`src/rtl/phys_reg_freelist.sv`:
```
// R10K-style physical register free list: speculative + architectural free bitmaps,
// N-wide lowest-first grant offers, retire reclaim, one-cycle flush recovery.
// Optional protocol checking is enabled by defining FREELIST_CHECK_EN.
`ifndef N
`define N 3
`endif
`ifndef PHYS_REG_SZ_R10K
`define PHYS_REG_SZ_R10K 64
`endif
`ifndef ARCH_REG_SZ
`define ARCH_REG_SZ 32
`endif

module phys_reg_freelist #(
  parameter int N           = `N,
  parameter int PHYS_REG_SZ = `PHYS_REG_SZ_R10K,
  parameter int ARCH_REG_SZ = `ARCH_REG_SZ,
  parameter int PHYS_TAG    = $clog2(PHYS_REG_SZ),
  parameter int CNT_W       = $clog2(PHYS_REG_SZ+1)
) (
  input  logic                                clock,
  input  logic                                reset,
  input  logic [N-1:0]                        alloc_req,
  output logic [N-1:0][PHYS_REG_SZ-1:0]       granted_regs,
  output logic [CNT_W-1:0]                    free_slots,
  input  logic [N-1:0]                        retire_valid,
  input  logic [N-1:0][PHYS_TAG-1:0]          retire_told,
  input  logic [N-1:0][PHYS_TAG-1:0]          retire_tnew,
  input  logic                                flush,
  output logic                                fl_error
);

  localparam logic [PHYS_REG_SZ-1:0] RST_MAP = {PHYS_REG_SZ{1'b1}} << ARCH_REG_SZ;

  logic [PHYS_REG_SZ-1:0] r_spec_free, r_arch_free;
  logic [CNT_W-1:0]       r_free_cnt;

  logic [N-1:0][PHYS_REG_SZ-1:0] w_avail;
  logic [PHYS_REG_SZ-1:0] w_alloc_clr, w_reclaim, w_commit;
  logic [PHYS_REG_SZ-1:0] w_spec_nxt, w_arch_nxt;
  logic [CNT_W-1:0]       w_cnt_nxt;

  // Each slot takes the lowest set bit of what the slots before it left over.
  assign w_avail[0] = r_spec_free;
  for (genvar i = 0; i < N; i++) begin : g_slot
    assign granted_regs[i] = w_avail[i] & (~w_avail[i] + PHYS_REG_SZ'(1));
    if (i < N-1) begin : g_next
      assign w_avail[i+1] = w_avail[i] & ~granted_regs[i];
    end
  end

  always_comb begin
    w_alloc_clr = '0;
    w_reclaim   = '0;
    w_commit    = '0;
    for (int i = 0; i < N; i++) begin
      if (alloc_req[i]) w_alloc_clr = w_alloc_clr | granted_regs[i];
      if (retire_valid[i] && retire_told[i] != '0) w_reclaim[retire_told[i]] = 1'b1;
      if (retire_valid[i] && retire_tnew[i] != '0) w_commit[retire_tnew[i]]  = 1'b1;
    end
    w_arch_nxt = (r_arch_free | w_reclaim) & ~w_commit;
    // Flush restores from the post-retire architectural view; allocations are dropped.
    w_spec_nxt = flush ? w_arch_nxt : ((r_spec_free & ~w_alloc_clr) | w_reclaim);
    w_cnt_nxt  = '0;
    for (int k = 0; k < PHYS_REG_SZ; k++) w_cnt_nxt = w_cnt_nxt + CNT_W'(w_spec_nxt[k]);
  end

  always_ff @(posedge clock or negedge reset) begin
    if (!reset) begin
      r_spec_free <= RST_MAP;
      r_arch_free <= RST_MAP;
      r_free_cnt  <= CNT_W'(PHYS_REG_SZ - ARCH_REG_SZ);
    end else begin
      r_spec_free <= w_spec_nxt;
      r_arch_free <= w_arch_nxt;
      r_free_cnt  <= w_cnt_nxt;
    end
  end

  assign free_slots = r_free_cnt;

`ifdef FREELIST_CHECK_EN
  logic w_zero_req, w_err_now, r_fl_error;

  always_comb begin
    w_zero_req = 1'b0;
    for (int i = 0; i < N; i++)
      if (alloc_req[i] && granted_regs[i] == '0) w_zero_req = 1'b1;
    w_err_now = (w_zero_req && !flush) | (|(w_reclaim & r_spec_free)) |
                (|(w_commit & ~r_arch_free));
  end

  always_ff @(posedge clock or negedge reset) begin
    if (!reset)         r_fl_error <= 1'b0;
    else if (w_err_now) r_fl_error <= 1'b1;
  end

  assign fl_error = r_fl_error;
`else
  assign fl_error = 1'b0;
`endif

endmodule

```
`config.mk`:
```
export PLATFORM = sky130hd
export DESIGN_NAME = phys_reg_freelist
export DESIGN_NICKNAME = d
export VERILOG_FILES = /design/src/rtl/phys_reg_freelist.sv
export SDC_FILE = /design/constraint.sdc
export NUM_CORES = 1
export LEC_CHECK = 0
export CORE_ASPECT_RATIO = 1.2
export CORE_MARGIN = 2
export CORE_UTILIZATION = 35
export DETAILED_ROUTE_END_ITERATION = 12
export GPL_TIMING_DRIVEN = 0
export HOLD_SLACK_MARGIN = 0.03
export PLACE_DENSITY = 0.54
export SLEW_MARGIN = 40
export SYNTH_ARGS = -nofsm -noshare
export SYNTH_HDL_FRONTEND = slang
export SYNTH_SLANG_ARGS = --single-unit
```
`constraint.sdc`:
```
create_clock -name clock -period 14.8 [get_ports clock]
set_input_delay 1.48 -clock clock [delete_from_list [all_inputs] [get_ports clock]]
set_output_delay 1.48 -clock clock [all_outputs]
set_load 0.02 [all_outputs]
```
==> results.md, run 1 <==
- The largest driver fanout on the critical path is 10.
- The die covers around 0.046 mm2.
- By instance count, the cell type seen most on the critical path is sky130_fd_sc_hd__fa_1.
- In this run the number of H-tree levels came out at 4.
- Measured along the y axis, the die boundary spans roughly 230 um.
- The most frequently used flop master after synthesis is sky130_fd_sc_hd__dfrtp_1.
- After synthesis the netlist holds a flip-flop and latch count of ~140.
- Compared with the post-synthesis result, the final layout area differs by 25.0%.
- For the final database, setup skew stands at 11.7 ps.
- The flow ran to the end, and the final reports show no timing, DRC or antenna violations.
- Yosys mapped a number of flops with a built-in enable equal to 0.
- The uppermost layer routed is met4.
- The detailed-route wire length per cell is ~29 um.
- The cts-stage hold buffer count is 0.
- During placement, the flow inserted port buffers numbering between 200 and 250.
- For this block, the routed nets add up to 83200 um of wire.
- The area of the placeable core is around 0.044 mm2.
- The TritonCTS clock tree is built.
- Clock latency on the worst-skew pair, taken at its later pin, is approximately 460 ps.
- The most common cell in the netlist is sky130_fd_sc_hd__nor2_1.
- The number of clock buffers added by TritonCTS is 17.
- The required time of the critical path is 15180 ps.
- Ranked by instance count, the synthesized netlist is headed by sky130_fd_sc_hd__nor2_1, sky130_fd_sc_hd__nand2_1, sky130_fd_sc_hd__inv_1.
- Post-CTS timing repair inserted 0 buffers for setup.
- The worst setup path is captured at a flop.
- The type of the worst setup path is reg2reg.
- The worst pin sits at a relative slew slack of between 30% and 40%.
- The synthesized design spends more area on one cell type than any other, namely sky130_fd_sc_hd__dfrtp_1.
- Using the TritonRoute via totals, the vias-per-cell ratio works out to approximately 6.4.
- After the last flow step, the layout net total stands at around 2400.
- The horizontal die dimension is 196 um.
- The sequential area share after synthesis is 22.2%.
- The worst endpoint data arrival time is around 13000 ps.
- The final hold violation count is 0.
- The met3 wirelength from detailed routing is 7560 um.
- Ranked by total cell area, the synthesized netlist is headed by sky130_fd_sc_hd__dfrtp_1, sky130_fd_sc_hd__dfstp_2, sky130_fd_sc_hd__fa_1.
- Once the floorplan was initialized, standard cells occupied between 30% and 40% of the core.
- The sum of net half-perimeters after detailed placement is approximately 67000 um.
- The worst-case clock buffer depth is 2.
- After detailed routing, the wire length on met1 is between 30000 and 40000 um.
- The clock root buffer master is sky130_fd_sc_hd__clkbuf_16.
- The number of pins with negative max-slew slack in the final report came to 0.
- The number of I/O pins is 245.
- At the pin with the least slew margin, the transition time is 907 ps.
- At the end of routability-driven placement, the weighted congestion stood at around 1.0.
- The share of the clock period used by the worst path is between 80% and 90%.
- The detailed-routing iteration count for the pre-antenna-repair pass is 7.
- The clock-pin slew reported for the worst setup and hold paths after clock tree synthesis is 60 ps.
- Subtracting the final worst setup slack from the clock period gives 12150 ps.
- The share of Yosys cell area claimed by the top area cell type is between 10 and 15%.
- The remaining design rule violation count is 0.
- The combined area of all synthesized cells is 0.0156 mm2.
- The number of sinks handled by clock tree synthesis is approximately 140.
- Static timing analysis puts the maximum clock frequency at 82.3 MHz.
- The row count is between 80 and 90.
- The number of global-route vias before repair is 17400.
- The worst hold path class is reg2reg.
- The number of antenna violations at the first check in global routing is 0.
- Counting both buffers and inverters, the worst setup path holds a total of 11.
- On the worst path, the slowest cell contributes a delay of 720 ps.
- The wire length of the first global-routing pass is approximately 120000 um.
- The async set or reset register ratio after synthesis is 100%.
- Setup violations remaining at the end of the flow were counted as 0.
- The post-route antenna net violation count is 0.
- The number of max-capacitance violations reported is 0.
- The number of instances in the synthesized netlist is 2075.
- Summed over all failing endpoints, the final setup total negative slack is 0 ps.
- The largest net degree at the start of global routing is 70.
- The master of the slowest instance on the critical path is sky130_fd_sc_hd__a221oi_1.
- The number of DRC markers after the initial detailed-route iteration is roughly 2300.
- The ratio of cells with drive above 1 in the final layout is between 10% and 20%.
- The number of distinct library cells after synthesis is 97.
- The number of warnings printed during yosys synthesis is 0.
- The cell family contributing the most delay on the critical path is adder cells.
- The combined global-route utilization of all metal layers is about a third.
- Setup repair after global routing left no endpoint under its margin.
- STA classifies the critical path startpoint as a flop.
- The sum of met2 wire segment lengths after detailed routing is between 30000 and 40000 um.
- The average footprint of a synthesized cell is between 7 and 8 um2.
- The number of gates given a new drive strength after cts is 0.
- For this block, the via count after detailed routing is about 19000.
- The total overflow left after global routing is 0.
-- state kept, by name, summed over array words and instances, names as in the netlist --
signal / flops
free_slots: 7
r_arch_free: 64
r_spec_free: 64
-- metal layers --
layer	vias up	global-route usage, %
li1	8232	-
met1	9192	48.5
met2	1142	54.5
met3	164	7.22
met4	0	13.3
met5	-	0
-- layout make-up --
cell class              instances  area (um2)
fillers                      4531       24400
multi-input cells            1671       11200
flip-flops and latches        135        3460
repair buffers                234        2340
well taps                     559         699
plain buffers                 129         573
inverters                     143         537
clock buffers                  19         443
clock inverters                13         155
diodes                          1        2.50
-- logic make-up after synthesis --
group           share of synthesized area, %
flops                                   22.2
fa+ha+maj                               8.67
other cells                           0.0241
mux                                     1.06
simple gates                            32.5
compound gates                          27.6
buf+inv                                 6.99
xor+xnor                               0.957
-- worst paths after layout --
| kind | cells after the start | from | endpoint | slack, ps |
|---|---|---|---|---|
| max | 36 | r_spec_free[6]$_DFF_PN0_ | free_slots[6]$_DFF_PN0_ | 2650 |
| min | 1 | r_arch_free[0]$_DFF_PN0_ | r_arch_free[0]$_DFF_PN0_ | 460 |
| max reg2reg | 36 | r_spec_free[6]$_DFF_PN0_ | free_slots[6]$_DFF_PN0_ | 2650 |
| min reg2reg | 1 | r_arch_free[0]$_DFF_PN0_ | r_arch_free[0]$_DFF_PN0_ | 460 |
| max in group asynchronous | 3 | reset | r_arch_free[32]$_DFF_PN1_ | 13010 |
| min in group asynchronous | 1 | reset | free_slots[6]$_DFF_PN0_ | 810 |
-- cell usage in the layout, fill, tap and decap left out, types with 13 or more instances in the layout --
cell / count
sky130_fd_sc_hd__nor3_1: 102
sky130_fd_sc_hd__o211a_1: 16
sky130_fd_sc_hd__nor3b_2: 13
sky130_fd_sc_hd__nand4_1: 33
sky130_fd_sc_hd__fa_1: 54
sky130_fd_sc_hd__a31oi_1: 28
sky130_fd_sc_hd__nand2_1: 225
sky130_fd_sc_hd__inv_1: 141
sky130_fd_sc_hd__dfrtp_1: 70
sky130_fd_sc_hd__a211oi_1: 15
sky130_fd_sc_hd__nor2b_1: 19
sky130_fd_sc_hd__dfstp_2: 65
sky130_fd_sc_hd__o31ai_1: 19
sky130_fd_sc_hd__clkdlybuf4s50_1: 222
sky130_fd_sc_hd__a221o_1: 19
sky130_fd_sc_hd__nand2b_1: 41
sky130_fd_sc_hd__and3_1: 54
sky130_fd_sc_hd__or3_1: 20
sky130_fd_sc_hd__clkbuf_16: 17
sky130_fd_sc_hd__o21ai_0: 88
sky130_fd_sc_hd__or4_1: 16
sky130_fd_sc_hd__a222oi_1: 33
sky130_fd_sc_hd__nor2_1: 230
sky130_fd_sc_hd__a22oi_1: 59
sky130_fd_sc_hd__and2_1: 47
sky130_fd_sc_hd__a21oi_1: 78
sky130_fd_sc_hd__a221oi_1: 17
sky130_fd_sc_hd__o21a_1: 22
sky130_fd_sc_hd__or2_2: 13
sky130_fd_sc_hd__clkbuf_1: 87
sky130_fd_sc_hd__clkbuf_2: 17
sky130_fd_sc_hd__nor4_1: 36
sky130_fd_sc_hd__a22o_1: 16
sky130_fd_sc_hd__ha_1: 15
sky130_fd_sc_hd__nand3_1: 59
-- metrics by stage --
| stage | utilization (%) | setup WS, ps | cell area [um2] | hold WS [ps] | cells |
|---|---|---|---|---|---|
| detailed placement | 42.9 | 2920 | 18800 | 448 | 2868 |
| finish | 44.4 | 2650 | 19400 | 463 | 2904 |
| global placement | 42.2 | 2590 | 18500 | 441 | 2860 |
| global route | 44.4 | 2180 | 19400 | 491 | 2903 |
| CTS | 44.2 | 2860 | 19400 | 462 | 2900 |
| floorplan | - | 4710 | 15600 | 429 | 2078 |
Power of run 1 is not shown: default switching activity piles up to over one toggle a cycle in this logic, so the estimate is an artifact.
==> run 2: changes to the inputs <==
Settings changed: PLACE_DENSITY 0.54 to 0.56.
Clock period 14.8 ns to 10.9 ns, I/O delays scaled along.
==> run 2 against run 1 <==
- critical path depth is 2 lower
- worst hold slack better by 2.7 ps
- count of clock-buffer cells in the layout is 1 lower
- setup slack worse by 2400 ps
- non-clock buffer count is 41 higher
- final area is 4.6% higher
- sequential cell count stayed put
- clock skew is 3.1 ps lower
- wire length is 2.0% higher
- first-iteration DRC count is 7.7% higher
- cell count is 1.4% higher
- critical path type unchanged
- largest cell class unchanged
==> results.md, run 2 (synthesis results as in run 1) <==
- For this design the total switching power over the nets is 4990 uW.
- The slew of the pin with the lowest slew margin is ~940 ps.
- For this design, the sink count on the clock tree is 135.
- Combinational cells account for between 80 and 90% of the total power.
- The startpoint identified for the worst hold timing path is r_arch_free[62]$_DFF_PN1_.
- On the worst path, the slowest cell contributes a delay of between 600 and 700 ps.
- The wire-length estimate of the detail-placed layout is approximately 67000 um.
- The worst hold path belongs to the class reg2reg.
- The detailed-route wire length per cell is approximately 29 um.
- Across all setup checks in the final design, the least slack found is 269 ps.
- The worst reg-to-reg setup slack is ~270 ps.
- The final hold violation count is 0.
- The worst slack at placement is -1050 ps.
- The first global-routing pass estimated 122000 um of wire.
- The die covers 0.0461 mm2.
- After floorplanning, the core was sized to cover between 0.04 and 0.05 mm2.
- The horizontal die dimension is roughly 200 um.
- The proportion of power drawn by flip-flops and latches is about 9.9%.
- In the layout the commonest cells are sky130_fd_sc_hd__nor2_1, sky130_fd_sc_hd__clkdlybuf4s50_1, sky130_fd_sc_hd__nand2_1.
- The area of combinational cells with multiple inputs is about 0.012 mm2.
- Clock tree synthesis inserted a total of 17 buffers.
- The clock share of power is between 6 and 7%.
- The worst flop-to-flop path endpoint is free_slots[5]$_DFF_PN1_.
- The first routing iteration left 2527 violations.
- The clock-pin slew reported for the worst setup and hold paths after clock tree synthesis is 60 ps.
- Hold is met by roughly 470 ps.
- The area overhead of the layout relative to synthesis is 30.8%.
- The number of pins with negative max-slew slack in the final report is 0.
- Entering global routing, the biggest net connects 50 pins.
- The cts-stage hold buffer count is 0.
- Global routing used 35.8% of the available tracks.
- The highest clock frequency the design can meet is 94.1 MHz.
- The initial utilization of the core area, before any placement, comes to a little over a third.
- The worst register-to-register path begins at r_spec_free[3]$_DFF_PN0_.
- The most frequent cell on the critical path is sky130_fd_sc_hd__fa_1.
- Total power for the finished layout comes to 9670 uW.
- The insertion delay of the later-clocked pin in the worst-skew pair is approximately 440 ps.
- The count of cells in the finished layout, fillers not included, comes to between 2000 and 3000.
- The number of instances in the placed design is approximately 2900.
- The net switching fraction of the power is 51.6%.
- For this design the static power due to leakage is around 0.0078 uW.
- The number of buffer cells added on primary ports is around 220.
- The worst relative slew slack is a little under two fifths.
- The routed layout has 19100 vias.
- Setup repair after global routing could not meet its margin everywhere.
- The sum of overflow across all layers after global routing is 0.
- After routing the design area is around 0.020 mm2.
- The row count is 84.
- STA puts the critical path data required time at between 10000 and 15000 ps.
- For the worst setup path, the data arrival time is roughly 11000 ps.
- The maximum level of the CTS H-tree is 4.
- Dividing the final minimum period by the clock period gives 97.5%.
- The flow ran to the end, and the final reports show no timing, DRC or antenna violations.
- The worst setup path is of the reg2reg kind.
- The detailed-routing iteration count for the pre-antenna-repair pass is 10.
- The hold-critical path depth is 2.
- The total of endpoints with negative setup slack in the final report is 0.
- The ratio of cells with drive above 1 in the final layout is roughly 16%.
- For the finished layout, the period the worst path requires is 10630 ps.
- The post-route antenna net violation count is 0.
- The sequential cell area is 0.00346 mm2.
- The largest individual stage delay along the critical path comes from the cell sky130_fd_sc_hd__or4_4.
- The total of fill cells in the finished design is 4465.
- Summed over all layers, the routed wires come to 84900 um.
- The largest driver fanout on the critical path is 10.
- Once placement finished, the instance area stood at around 0.019 mm2.
- The kind of start point of the critical path is a flop.
- The floorplan die height is about 230 um.
- Routability-driven placement finished with a final weighted congestion of just over 1.
- The power density relative to cell area is 475 mW/mm2.
- VDD sags by at most between 1500 and 2000 uV.
- The worst-case clock skew is 8.64 ps.
- The cell-internal power is ~4700 uW.
- The commonest non-fill, non-tap cell in the layout is sky130_fd_sc_hd__nor2_1.
- The worst reg2reg path depth is 34.
- The kind of capture point of the worst setup path is a flop.
- The number of global-route vias before repair is between 15000 and 20000.
- The number of antenna violations at the first check in global routing was 2.
- The clock root buffer master is sky130_fd_sc_hd__clkbuf_16.
- The remaining design rule violation count is 0.
- TritonCTS built the clock tree.
- The worst-case clock buffer depth is 2.
- The path with the worst hold slack has its endpoint at r_arch_free[62]$_DFF_PN1_.
- The final-stage net count is roughly 2500.
- The number of max-capacitance violations reported is 0.
- The number of I/O pins is between 200 and 250.
- The detailed-route vias per instance is between 6 and 7.
[run 2: changes by cell type in the layout (fill, tap and decap cells not counted), sizes merged]
cell and delta:
clkbuf -11, buf +51, inv +6, bufinv -1
clkinv -3, clkinvlp -1
[run 2: through the flow]
step                      setup TNS [ps]  util, %
final                                  0     46.4
after global routing                -240     46.4
after CTS                              0     45.2
after detailed placement           -5380     42.9
after global placement             -6750     42.2
after floorplan                        0        -
[run 2: per-layer routing]
| metal | vias to the layer above | global-route usage (%) | wire length (um) |
|---|---|---|---|
| met1 | 9340 | 47.6 | 33900 |
| met2 | 1218 | 56.2 | 37700 |
| met5 | - | 0 | 15 |
| met4 | 2 | 15.8 | 4490 |
| met3 | 232 | 7.23 | 8750 |
| li1 | 8318 | - | - |
[run 2: power groups by stage]
stage          clock network [uW]  registers (uW)  logic [uW]
3_5_place_dp                    0             940        7680
4_1_cts                       599             942        7760
6_report                      597             962        8110
3_3_place_gp                    0             937        7590
5_1_grt                       622             959        8870
2_1_floorplan                   0             935        5560
[run 2: how the worst max path moves through the flow]
| stage | startpoint | endpoint | slack (ps) | cells past startpoint |
|---|---|---|---|---|
| final | r_spec_free[3]$_DFF_PN0_ | free_slots[5]$_DFF_PN1_ | 270 | 34 |
| after global routing | r_spec_free[3]$_DFF_PN0_ | free_slots[6]$_DFF_PN0_ | -110 | 39 |
| after CTS | r_spec_free[8]$_DFF_PN0_ | free_slots[6]$_DFF_PN0_ | 3 | 37 |
| after detailed placement | r_spec_free[6]$_DFF_PN0_ | free_slots[5]$_DFF_PN1_ | -1050 | 34 |
| after global placement | r_spec_free[6]$_DFF_PN0_ | free_slots[6]$_DFF_PN0_ | -1240 | 34 |
| after floorplan | r_spec_free[3]$_DFF_PN0_ | free_slots[5]$_DFF_PN1_ | 810 | 35 |
[run 2: layout make-up]
| type | count | area share, % |
|---|---|---|
| Multi-Input combinational cell | 1671 | 57.7 |
| Buffer | 120 | 2.92 |
| Inverter | 143 | 2.64 |
| Sequential cell | 135 | 17.0 |
| Antenna cell | 1 | 0.0123 |
| Clock inverter | 14 | 0.719 |
| Clock buffer | 18 | 2.16 |
| Timing Repair Buffer | 284 | 13.4 |
| Tap cell | 559 | 3.44 |
[run 2: timing repair]
item,4_1_cts,5_1_grt
buffers inserted,16,33
gates resized for setup,68,67
setup endpoints to repair,7,6
pin swaps,14,29
[run 2: critical path, delay by kind of cell, from the launching register on]
family                     cells  cell delay [ps]
and+or+nand+nor                8             3420
AOI/OAI and AO/OA              7             1290
xor gates and xnor gates       1              160
DFF                            1              370
adders and majority gates      9             4330
buffers and inverters          9              970
Note: power is estimated with default switching activity, not from simulation.
